--- src/rtl/fft_stream_pkg.sv ---
// ---------------------------------------------------------------------------
// fft_stream_pkg
//   Shared types and constants for the FFT bin streamer.
//
//   cbin_t         : one complex FFT bin, {im[31:16], re[15:0]}
//   fifo_entry_t   : one buffered beat, {last, bin}
//   stream_state_t : alignment FSM states (STREAM, RESYNC)
// ---------------------------------------------------------------------------
package fft_stream_pkg;

    localparam int NUM_MICS = 4;
    localparam int BIN_W    = 32;
    localparam int ENTRY_W  = BIN_W + 1;
    localparam int WORD_W   = NUM_MICS * BIN_W;

    typedef struct packed {
        logic signed [15:0] im;
        logic signed [15:0] re;
    } cbin_t;

    typedef struct packed {
        logic  last;
        cbin_t bin;
    } fifo_entry_t;

    typedef enum logic {
        STREAM = 1'b0,
        RESYNC = 1'b1
    } stream_state_t;

endpackage : fft_stream_pkg

--- src/rtl/bin_fifo.sv ---
// ---------------------------------------------------------------------------
// bin_fifo
//   Single-clock FIFO holding one channel's FFT beats. The head entry is
//   presented combinationally on data_out whenever empty_out is low.
//
//   clk_in     : clock
//   rst_in     : synchronous active-high reset (empties the FIFO)
//   push_in    : write data_in (ignored when full unless popping too)
//   data_in    : entry to write
//   pop_in     : discard the head entry (ignored when empty)
//   data_out   : head entry
//   full_out   : DEPTH entries stored
//   empty_out  : no entries stored
// ---------------------------------------------------------------------------
module bin_fifo
    import fft_stream_pkg::*;
#(
    parameter int DEPTH = 16,
    parameter int WIDTH = ENTRY_W
) (
    input  logic             clk_in,
    input  logic             rst_in,
    input  logic             push_in,
    input  logic [WIDTH-1:0] data_in,
    input  logic             pop_in,
    output logic [WIDTH-1:0] data_out,
    output logic             full_out,
    output logic             empty_out
);

    localparam int AW = $clog2(DEPTH);

    logic [WIDTH-1:0] r_mem [DEPTH];
    logic [AW-1:0]    r_wr_ptr;
    logic [AW-1:0]    r_rd_ptr;
    logic [AW:0]      r_count;

    logic w_push;
    logic w_pop;

    assign full_out  = (r_count == (AW+1)'(DEPTH));
    assign empty_out = (r_count == '0);

    // A push while full is only safe when the head leaves in the same cycle.
    assign w_push = push_in && (!full_out || pop_in);
    assign w_pop  = pop_in && !empty_out;

    assign data_out = r_mem[r_rd_ptr];

    // NOTE: the storage array has no reset; occupancy is tracked by r_count,
    // so stale contents are never observed and the array can map to RAM.
    always_ff @(posedge clk_in) begin
        if (w_push) begin
            r_mem[r_wr_ptr] <= data_in;
        end
    end

    // NOTE: sequential state uses non-blocking assignments so every register
    // samples its inputs from the same pre-edge values.
    always_ff @(posedge clk_in) begin
        if (rst_in) begin
            r_wr_ptr <= '0;
            r_rd_ptr <= '0;
            r_count  <= '0;
        end else begin
            if (w_push) begin
                r_wr_ptr <= r_wr_ptr + 1'b1;
            end
            if (w_pop) begin
                r_rd_ptr <= r_rd_ptr + 1'b1;
            end
            if (w_push && !w_pop) begin
                r_count <= r_count + 1'b1;
            end else if (!w_push && w_pop) begin
                r_count <= r_count - 1'b1;
            end
        end
    end

endmodule : bin_fifo

--- src/rtl/fft_bin_streamer.sv ---
// ---------------------------------------------------------------------------
// fft_bin_streamer
//   Realigns four per-microphone FFT streams bin by bin, drops bins outside
//   [BIN_LO, BIN_HI] and forwards one 128-bit word per in-band bin over a
//   valid/ready handshake. A mismatch between the channels' frame markers
//   and the local bin counter triggers a resynchronisation to the next frame
//   boundary of every channel.
//
//   clk_in          : clock
//   rst_in          : synchronous active-high reset
//   mic_data_in     : per-mic bin {im, re}
//   mic_valid_in    : per-mic beat valid
//   mic_last_in     : per-mic last bin of frame
//   mic_ready_out   : per-mic ready (FIFO not full)
//   data_out        : {mic3, mic2, mic1, mic0}
//   valid_out       : data_out valid
//   ready_in        : downstream ready
//   bin_out         : bin index of data_out
//   last_out        : data_out carries bin BIN_HI
//   frame_count_out : completed aligned frames (wraps)
//   desync_out      : one-cycle pulse on detected misalignment
// ---------------------------------------------------------------------------
module fft_bin_streamer
    import fft_stream_pkg::*;
#(
    parameter  int FFT_LEN    = 1024,
    parameter  int BIN_LO     = 8,
    parameter  int BIN_HI     = 64,
    parameter  int FIFO_DEPTH = 16,
    localparam int BW         = $clog2(FFT_LEN)
) (
    input  logic                           clk_in,
    input  logic                           rst_in,
    input  logic [NUM_MICS-1:0][BIN_W-1:0] mic_data_in,
    input  logic [NUM_MICS-1:0]            mic_valid_in,
    input  logic [NUM_MICS-1:0]            mic_last_in,
    output logic [NUM_MICS-1:0]            mic_ready_out,
    output logic [WORD_W-1:0]              data_out,
    output logic                           valid_out,
    input  logic                           ready_in,
    output logic [BW-1:0]                  bin_out,
    output logic                           last_out,
    output logic [15:0]                    frame_count_out,
    output logic                           desync_out
);

    localparam logic [BW-1:0] LO_BIN  = BW'(BIN_LO);
    localparam logic [BW-1:0] HI_BIN  = BW'(BIN_HI);
    localparam logic [BW-1:0] END_BIN = BW'(FFT_LEN - 1);

    // -----------------------------------------------------------------------
    // Per-channel input buffering
    // -----------------------------------------------------------------------
    fifo_entry_t                    w_head [NUM_MICS];
    logic [NUM_MICS-1:0]            w_full;
    logic [NUM_MICS-1:0]            w_empty;
    logic [NUM_MICS-1:0]            w_push;
    logic [NUM_MICS-1:0]            w_pop;
    logic [NUM_MICS-1:0]            w_head_last;
    logic [NUM_MICS-1:0][BIN_W-1:0] w_word;

    for (genvar g = 0; g < NUM_MICS; g++) begin : g_chan
        assign w_push[g]      = mic_valid_in[g] && !w_full[g];
        assign w_head_last[g] = w_head[g].last;
        assign w_word[g]      = w_head[g].bin;

        bin_fifo #(
            .DEPTH (FIFO_DEPTH),
            .WIDTH (ENTRY_W)
        ) u_fifo (
            .clk_in    (clk_in),
            .rst_in    (rst_in),
            .push_in   (w_push[g]),
            .data_in   ({mic_last_in[g], mic_data_in[g]}),
            .pop_in    (w_pop[g]),
            .data_out  (w_head[g]),
            .full_out  (w_full[g]),
            .empty_out (w_empty[g])
        );
    end

    assign mic_ready_out = ~w_full;

    // -----------------------------------------------------------------------
    // Registered state
    // -----------------------------------------------------------------------
    stream_state_t       r_state;
    logic [BW-1:0]       r_bin;
    logic [NUM_MICS-1:0] r_done;
    logic [15:0]         r_frame_count;
    logic                r_desync;
    logic                r_valid;
    logic [WORD_W-1:0]   r_data;
    logic [BW-1:0]       r_bin_out;
    logic                r_last;

    // -----------------------------------------------------------------------
    // Joint pop / error detection
    // -----------------------------------------------------------------------
    logic                w_can_load;
    logic                w_in_band;
    logic                w_bin_is_end;
    logic                w_all_avail;
    logic                w_joint_pop;
    logic                w_err;
    logic                w_forward;
    logic [NUM_MICS-1:0] w_resync_pop;
    logic [NUM_MICS-1:0] w_done_next;

    assign w_can_load   = !r_valid || ready_in;
    assign w_in_band    = (r_bin >= LO_BIN) && (r_bin <= HI_BIN);
    assign w_bin_is_end = (r_bin == END_BIN);
    assign w_all_avail  = (w_empty == '0);

    // Out-of-band bins are discarded, so they never wait for the output slot.
    assign w_joint_pop = (r_state == STREAM) && w_all_avail
                         && (w_can_load || !w_in_band);

    // Every head's frame marker must match the local counter; this also
    // covers the case of the channels disagreeing among themselves.
    assign w_err = (w_head_last != {NUM_MICS{w_bin_is_end}});

    assign w_forward = w_joint_pop && !w_err && w_in_band;

    // NOTE: every signal driven here gets a default first so no path leaves
    // it unassigned, which would otherwise infer a latch.
    always_comb begin
        w_resync_pop = '0;
        w_pop        = '0;
        if (r_state == RESYNC) begin
            w_resync_pop = ~r_done & ~w_empty;
        end
        if (w_joint_pop) begin
            w_pop = '1;
        end else begin
            w_pop = w_resync_pop;
        end
        w_done_next = r_done | (w_resync_pop & w_head_last);
    end

    // -----------------------------------------------------------------------
    // FSM, bin counter and output register
    // -----------------------------------------------------------------------
    always_ff @(posedge clk_in) begin
        if (rst_in) begin
            r_state       <= STREAM;
            r_bin         <= '0;
            r_done        <= '0;
            r_frame_count <= '0;
            r_desync      <= 1'b0;
            r_valid       <= 1'b0;
            r_data        <= '0;
            r_bin_out     <= '0;
            r_last        <= 1'b0;
        end else begin
            r_desync <= 1'b0;

            // Output slot keeps draining in both FSM states.
            if (w_can_load) begin
                r_valid <= w_forward;
                if (w_forward) begin
                    r_data    <= w_word;
                    r_bin_out <= r_bin;
                    r_last    <= (r_bin == HI_BIN);
                end
            end

            case (r_state)
                STREAM: begin
                    if (w_joint_pop) begin
                        if (w_err) begin
                            r_desync <= 1'b1;
                            // A channel whose erroneous head was a frame end
                            // is already at a boundary and needs no flushing.
                            r_done   <= w_head_last;
                            r_state  <= RESYNC;
                        end else begin
                            r_bin <= r_bin + 1'b1;
                            if (w_bin_is_end) begin
                                r_frame_count <= r_frame_count + 16'd1;
                            end
                        end
                    end
                end

                RESYNC: begin
                    if (&w_done_next) begin
                        r_done  <= '0;
                        r_bin   <= '0;
                        r_state <= STREAM;
                    end else begin
                        r_done <= w_done_next;
                    end
                end

                default: begin
                    r_state <= STREAM;
                end
            endcase
        end
    end

    assign data_out        = r_data;
    assign valid_out       = r_valid;
    assign bin_out         = r_bin_out;
    assign last_out        = r_last;
    assign frame_count_out = r_frame_count;
    assign desync_out      = r_desync;

endmodule : fft_bin_streamer

--- config.mk ---
export PLATFORM = sky130hd
export DESIGN_NAME = fft_bin_streamer
export DESIGN_NICKNAME = d
export VERILOG_FILES = /design/src/rtl/fft_stream_pkg.sv /design/src/rtl/bin_fifo.sv /design/src/rtl/fft_bin_streamer.sv
export SDC_FILE = /design/constraint.sdc
export NUM_CORES = 2
export LEC_CHECK = 0
export ABC_AREA = 1
export BUFFER_PORTS_ARGS = -buffer_cell sky130_fd_sc_hd__buf_4
export CELL_PAD_IN_SITES_DETAIL_PLACEMENT = 1
export CELL_PAD_IN_SITES_GLOBAL_PLACEMENT = 2
export CORE_MARGIN = 1.5
export CORE_UTILIZATION = 35
export DETAILED_ROUTE_END_ITERATION = 8
export PLACE_DENSITY_LB_ADDON = 0.1
export SYNTH_ARGS = -nofsm -noshare
export SYNTH_HDL_FRONTEND = slang
export SYNTH_SLANG_ARGS = --single-unit
--- constraint.sdc ---
create_clock -name clk_in -period 2.55 [get_ports clk_in]
set_input_delay 0.255 -clock clk_in [delete_from_list [all_inputs] [get_ports clk_in]]
set_output_delay 0.255 -clock clk_in [all_outputs]
set_load 0.02 [all_outputs]
; ---- Word-level counts from Yosys, hierarchy flattened
; Memories as Yosys holds them, arrays and structs flattened. A register that Yosys moved wholly into a read port is not among the register bits.
; Index checks and enable logic that the tools add are counted.
[classes]
add_sub_neg = 18
order_cmp = 2
eq_ne = 11
muxes = 38
bitwise = 8
n_reduce_logical = 65
[op_table]
columns = cell, count
row1 = 2-to-1 mux 4 bit, 13
row2 = 2-to-1 mux 5 bit, 8
row3 = "adder 4 x 1 -> 4 bit, second input constant", 8
row4 = 2-to-1 mux 10 bit, 3
row5 = logical AND 1 bit, 25
row6 = "adder 5 x 1 -> 5 bit, second input constant", 4
row7 = "equality test 5 bit, second input constant", 4
row8 = zero test 5 bit, 4
row9 = case mux 10 bit (2 select lines), 1
row10 = "subtractor 5 x 1 -> 5 bit, second input constant", 4
row11 = zero test 1 bit, 19
row12 = "adder 16 x 1 -> 16 bit, second input constant", 1
row13 = inverter 4 bit, 3
row14 = 2-to-1 mux 1 bit, 11
row15 = "adder 10 x 1 -> 10 bit, second input constant", 1
row16 = "equality test 10 bit, second input constant", 1
row17 = "equality test 10 x 7 -> 1 bit, second input constant", 1
row18 = ">= comparator 10 x 4 -> 1 bit, second input constant", 1
row19 = "less-or-equal comparator 10 x 7 -> 1 bit, second input constant", 1
row20 = bitwise AND 4 bit, 2
row21 = case mux 4 bit (2 select lines), 1
row22 = AND reduction 4 bit, 2
row23 = nonzero test 2 bit, 4
row24 = logical OR 1 bit, 6
row25 = other kinds (10), 14
[totals]
regBits = 224
mem_bits_rw = 2112
inputBits = 139
out_inout_bits = 161
elab_cells = 167
mem_count = 4
[memory_table]
columns = name, words, width, rd, rd_ports_with_merged_regs, write_ports, line_no
row1 = g_chan[0].u_fifo.r_mem, 16, 33, 1, 1, 1, bin_fifo.sv:33  ; logic [WIDTH-1:0] r_mem [DEPTH];
row2 = g_chan[1].u_fifo.r_mem, 16, 33, 1, 1, 1, bin_fifo.sv:33
row3 = g_chan[2].u_fifo.r_mem, 16, 33, 1, 1, 1, bin_fifo.sv:33
row4 = g_chan[3].u_fifo.r_mem, 16, 33, 1, 1, 1, bin_fifo.sv:33

; ---- Depth between registers and ports, before layout
[depth]
ltp_word = 12
depth_mapped = 20
ltp_nobuf = 19

; ---- By module
; Synthesis repeated with hierarchy kept, for this count alone.
[hier_totals]
cells_unflattened = 10107
area_unflattened_um2 = 100826.7
[modules_own_cells]
columns = module, instances, cells_per_inst, area_each_um2, seq_area_each_um2
row1 = bin_fifo (g_chan[0].u_fifo ...), 2, 2273, 23460.0, 16195.5
row2 = bin_fifo (g_chan[2].u_fifo ...), 2, 2207, 23157.2, 16195.5
row3 = fft_bin_streamer, 1, 1147, 7592.3, 3443.3

; ---- Worst setup path after synthesis
; No wires, ideal clock.
[synth_timing]
path_type = reg2reg
startpoint = register g_chan[0].u_fifo.r_count[0]
endpoint = memory g_chan[0].u_fifo.r_mem[11][0] (netlist bit), enable pin
arrival_ns = 2.460
setup_slack_ns = -0.333
stages_incl_launch_ff = 7
path_buffers = 0
synth_period_minus_slack_ns = 2.883
cell_sequence = dfxtp_1 -> nor4_1 -> nand2_1 -> nand2_1 -> inv_1 -> nand2_1 -> nor2_1
[synth_between]
elab_chain_cells = 9
word_cells_on_any_way = 15
classes_between = 1 x eq/ne / 4 x mux / 2 x bitwise / 8 x reduce/logical
[synth_rtl]
columns = item, line_no
row1 = from (decl), bin_fifo.sv:36  ; logic [AW:0] r_count;
row2 = from (signal assigned), bin_fifo.sv:73  ; r_count <= r_count + 1'b1;
row3 = from (signal assigned), bin_fifo.sv:75  ; r_count <= r_count - 1'b1;
row4 = zero test 5 bit, bin_fifo.sv:42  ; assign empty_out = (r_count == '0);
row5 = zero test 4 bit or inverter 4 bit (tied branches), "fft_bin_streamer.sv:113, fft_bin_streamer.sv:131"
row6 = logical AND 1 bit or bitwise AND 4 bit (tied branches), "fft_bin_streamer.sv:116, fft_bin_streamer.sv:131"
row7 = logical AND 1 bit or 2-to-1 mux 4 bit (tied branches), "fft_bin_streamer.sv:117, fft_bin_streamer.sv:130"
row8 = 2-to-1 mux 4 bit, fft_bin_streamer.sv:133  ; if (w_joint_pop) begin
row9 = logical OR 1 bit, bin_fifo.sv:45  ; assign w_push = push_in && (!full_out || pop_in);
row10 = logical AND 1 bit (*), bin_fifo.sv:45
row11 = named net g_chan[0].u_fifo.w_push, bin_fifo.sv:38  ; logic w_push;
row12 = 2-to-1 mux 1 bit (*), bin_fifo.sv:53  ; if (w_push) begin
row13 = 2-to-1 mux 1 bit (not written as such) (*), bin_fifo.sv:54  ; r_mem[r_wr_ptr] <= data_in;
row14 = to (decl), bin_fifo.sv:33
; The timed path passes the listed nets; every way through them passes the cells marked *.

; ---- Worst setup path after layout
[layout_timing]
startpoint = register g_chan[2].u_fifo.r_count[1]
endpoint = register g_chan[1].u_fifo.r_count[4]
[layout_between]
elab_chain_cells = 10
word_cells_on_any_way = 14
classes_between = 2 x mux / 12 x reduce/logical
[layout_rtl]
columns = item, line_no
row1 = from (decl), bin_fifo.sv:36
row2 = from (signal assigned), bin_fifo.sv:73
row3 = from (signal assigned), bin_fifo.sv:75
row4 = zero test 5 bit (*), bin_fifo.sv:42
row5 = zero test 4 bit (*), fft_bin_streamer.sv:113  ; assign w_all_avail = (w_empty == '0);
row6 = logical AND 1 bit (*), fft_bin_streamer.sv:116  ; assign w_joint_pop = (r_state == STREAM) && w_all_avail
row7 = logical AND 1 bit (*), fft_bin_streamer.sv:117  ; && (w_can_load || !w_in_band);
row8 = 2-to-1 mux 4 bit (*), fft_bin_streamer.sv:133
row9 = logical OR 1 bit, bin_fifo.sv:45
row10 = logical AND 1 bit, bin_fifo.sv:45
row11 = zero test 1 bit, bin_fifo.sv:74  ; end else if (!w_push && w_pop) begin
row12 = logical AND 1 bit, bin_fifo.sv:74
row13 = nonzero test 2 bit (no source line), -
row14 = to (signal assigned), bin_fifo.sv:73
row15 = to (signal assigned), bin_fifo.sv:75
row16 = to (decl), bin_fifo.sv:36
; Every way passes the cells marked *; elsewhere a longest branch is shown, timed or not.
; A chain may end at the register's enable or synchronous reset.

==> impl_results.md <==
* CTS clk-pin slew, worst paths at ~0.060 ns
* Slowest CP cell: dfxtp_1
* Initial antenna violation count at 33
* 1st-iter DRT viols at 4072
* Unrepaired setup endpoints after global routing: true
* Top Family by Delay on Critical Path: simple AND/OR/NAND/NOR gates
* Hold WS at 0.244 ns
* Skew-Pair Late Insertion Delay at 0.86 ns
* CP startpoint: g_chan[2].u_fifo.r_count[1]
* Drt first pass iters at 7
* Grt ovf at 0
* CP arrival at ~3.4 ns
* Ports at 300
* Sequential fraction of the synthesis area at 74.2%
* Syn Area/Cell at 12.4 µm²
* Synthesis-to-layout area growth at 23.8%
* Failing checks: setup timing
* Top post-synthesis cells by area: edfxtp_1 (69%), o21ai_0 (7.1%), nor2_1 (5.6%), dfxtp_1 (5.2%), nand2_1 (3.0%)
* Maxcap violations at 0
* Root buffer cell: clkbuf_16
* Setup TNS at -0.306 ns
* Core area at approximately 260000 µm²
* Die area at 266000 µm²
* First-pass GRT wire length at 428 mm
* Distinct cell type count of the synthesized netlist at 40
* Mapped Area at 92000 µm²
* HP Class: input port to register
* Crit-path cells: nor4_4 > buf_4 > nand2_4 > nand2_4 > nor2_4 > nand2_4 > buf_12 > nand2_8 > inv_6 > ha_4 > inv_4 > fa_2 > a21o_1 > a21oi_2 > nor2_1 > nor2_1 > nand2_1 > buf_4 > a21oi_2
* Clock Tree Buf Depth at 4
* Setup violators final at 7
* Largest area contributor in the netlist: edfxtp_1
* Endpoints failing hold at 0
* Cell Pwr Density at 918 nW/µm²
* R2R Setup Slk at -0.1 ns
* Worst hold stages at 2
* Via density at ~5.2
* Syn Inst Count at 7426
* Largest net degree at the start of global routing at 233
* Post-route ant nets at 0
* CP bufs+invs at 5
* EDFF count, synth at about 2100
* Reg2reg path depth at 19
* Critical Path RT at 3.32 ns
* IO Port Bufs at about 300
* Worst Max-Slew Pin Slew at 1.00 ns
* H-tree levels at 5
* VDD IR max at slightly above 0.8 mV
* Total Routing Usage GR at 21.5%
* Startpoint Class: register
* Crit-path max cell delay at 0.34 ns
* Mean routed wirelength per cell at approximately 25 µm
* GPL Wtd Cong at 0.739
* Post-layout min period at 2.65 ns
* WHS Endpoint: g_chan[3].u_fifo.r_mem[11][14]
* Final Core Density at a little over two fifths
* Post-Syn Nets at 7608
* Die width at 516 µm
* Die H at slightly above 500 µm
* Max-slew violation count at 0
* Async S/R FF share, synth at 0%
* Period utilisation layout at 104%
* Share of cells above drive strength 1 at between 10% and 20%
* Row cnt at 188
* Final HPWL DP at 158 mm
* Initial Util at 35.1%
* DRC violation count after routing at 0
* Dominant synthesized flop cell: edfxtp_1
* Most frequent CP cell: nand2_4
* Synth top area share at 68.9%
* Reg2reg end: g_chan[1].u_fifo.r_count[4]
* Slack of the critical path at -0.0996 ns
* CTS Sinks at 2352
* Maximum clock rate at roughly 0.38 GHz
* Critical Path Stages at 19
* CP Capture Type: register
* Final Power at 105000 µW
* Synth warn at 0
* Detailed Route WL at between 200 and 300 mm
* Pleak at 0.0389 µW
* Commonest non-fill, non-tap cell in the layout: edfxtp_1
* Total CTS buffers at around 280
* Worst Skew at 0.0491 ns
* Routed vias at 62100
* Slew margin rel. at roughly 33%
* Nets at about 8300
* Post-synthesis register bit count at 2352
* CP max FO at 3
* HP Start: mic_data_in[110]
* CP Class: register to register
* Reg-to-Reg Start: g_chan[2].u_fifo.r_count[1]
* Commonest non-fill, non-tap cells in the layout: edfxtp_1 (2112), o21ai_0 (1298), nor2_1 (1294), nand2_1 (721), buf_4 (579)
* Vias in the first global route at 63900
* CTS tree: done
* Status: finished, violations left
## how the worst max path moves through the flow
stage                                               end  slack (ns)
after detailed placement    g_chan[0].u_fifo.r_count[4]       -0.49
final                       g_chan[1].u_fifo.r_count[4]        -0.1
after floorplan           g_chan[0].u_fifo.r_mem[11][0]       -0.33
after global routing        g_chan[0].u_fifo.r_count[4]       -0.27
after CTS                   g_chan[1].u_fifo.r_count[4]       -0.13
after global placement      g_chan[0].u_fifo.r_count[4]       -0.47
## per-layer routing
layer	up-vias	part of all wire, %	global-route usage (%)
met3	452	3.8	2.82
met4	28	2.8	6.17
li1	28500	-	-
met2	1095	48	35.8
met1	32100	45	29.3
met5	-	0.061	0
## cell usage after synthesis, drive strengths merged (27+ instances only)
master  count
o221ai    217
a21oi     185
edfxtp   2112
o211ai     27
inv       239
clkbuf    405
o22ai     270
buf        80
dfxtp     240
nand3     103
nor2     1367
ha         39
nand2     743
o21ai    1315
## cell families after synthesis
family,share of synthesized area [%]
fa+ha+maj,0.618
xor+xnor,0.162
compound gates,12.5
flops,74.2
simple gates,9.46
buf+inv,3.11
## timing repair
action,CTS,global route
setup buffers,45,37
pin swaps,43,64
hold buffers,141,0
resized for setup,110,122
endpoints found under the hold margin,2181,0
gates cloned,6,5
setup endpoints to repair,266,223
## final cells by class
| class | instances | area [µm²] |
|---|---|---|
| timing repair buffer | 925 | 9720 |
| tap | 3515 | 4400 |
| clock inverter | 104 | 888 |
| inverter | 239 | 965 |
| fill | 26900 | 148000 |
| clock buffer | 382 | 7570 |
| multi-input combinational | 4350 | 22000 |
| antenna | 8 | 20.0 |
| sequential | 2352 | 68300 |
## report_power, final
| part | leakage [µW] | switching (µW) | internal (µW) |
|---|---|---|---|
| clock | 0.00413 | 15700 | 21900 |
| combinational | 0.0137 | 15200 | 8090 |
| sequential | 0.0210 | 473 | 43200 |
## stage by stage
step	area [µm²]	setup slack, ns	instances
after floorplan	92000	-0.333	7426
after global placement	102000	-0.471	11200
after detailed placement	102000	-0.488	11200
after CTS	113000	-0.130	11800
after global routing	114000	-0.271	11900
final	114000	-0.0996	11900
## sequential cells by signal, summed over array words and instances (netlist names), named ones only
name / cells
frame_count_out: 16
g_chan.u_fifo.r_mem: 2112
valid_out: 1
r_bin: 10
g_chan.u_fifo.r_count: 20
r_done: 4
bin_out: 10
last_out: 1
r_state: 1
data_out: 128
g_chan.u_fifo.r_rd_ptr: 16
desync_out: 1
g_chan.u_fifo.r_wr_ptr: 16
No activity file was read; power rests on OpenSTA's default activity.
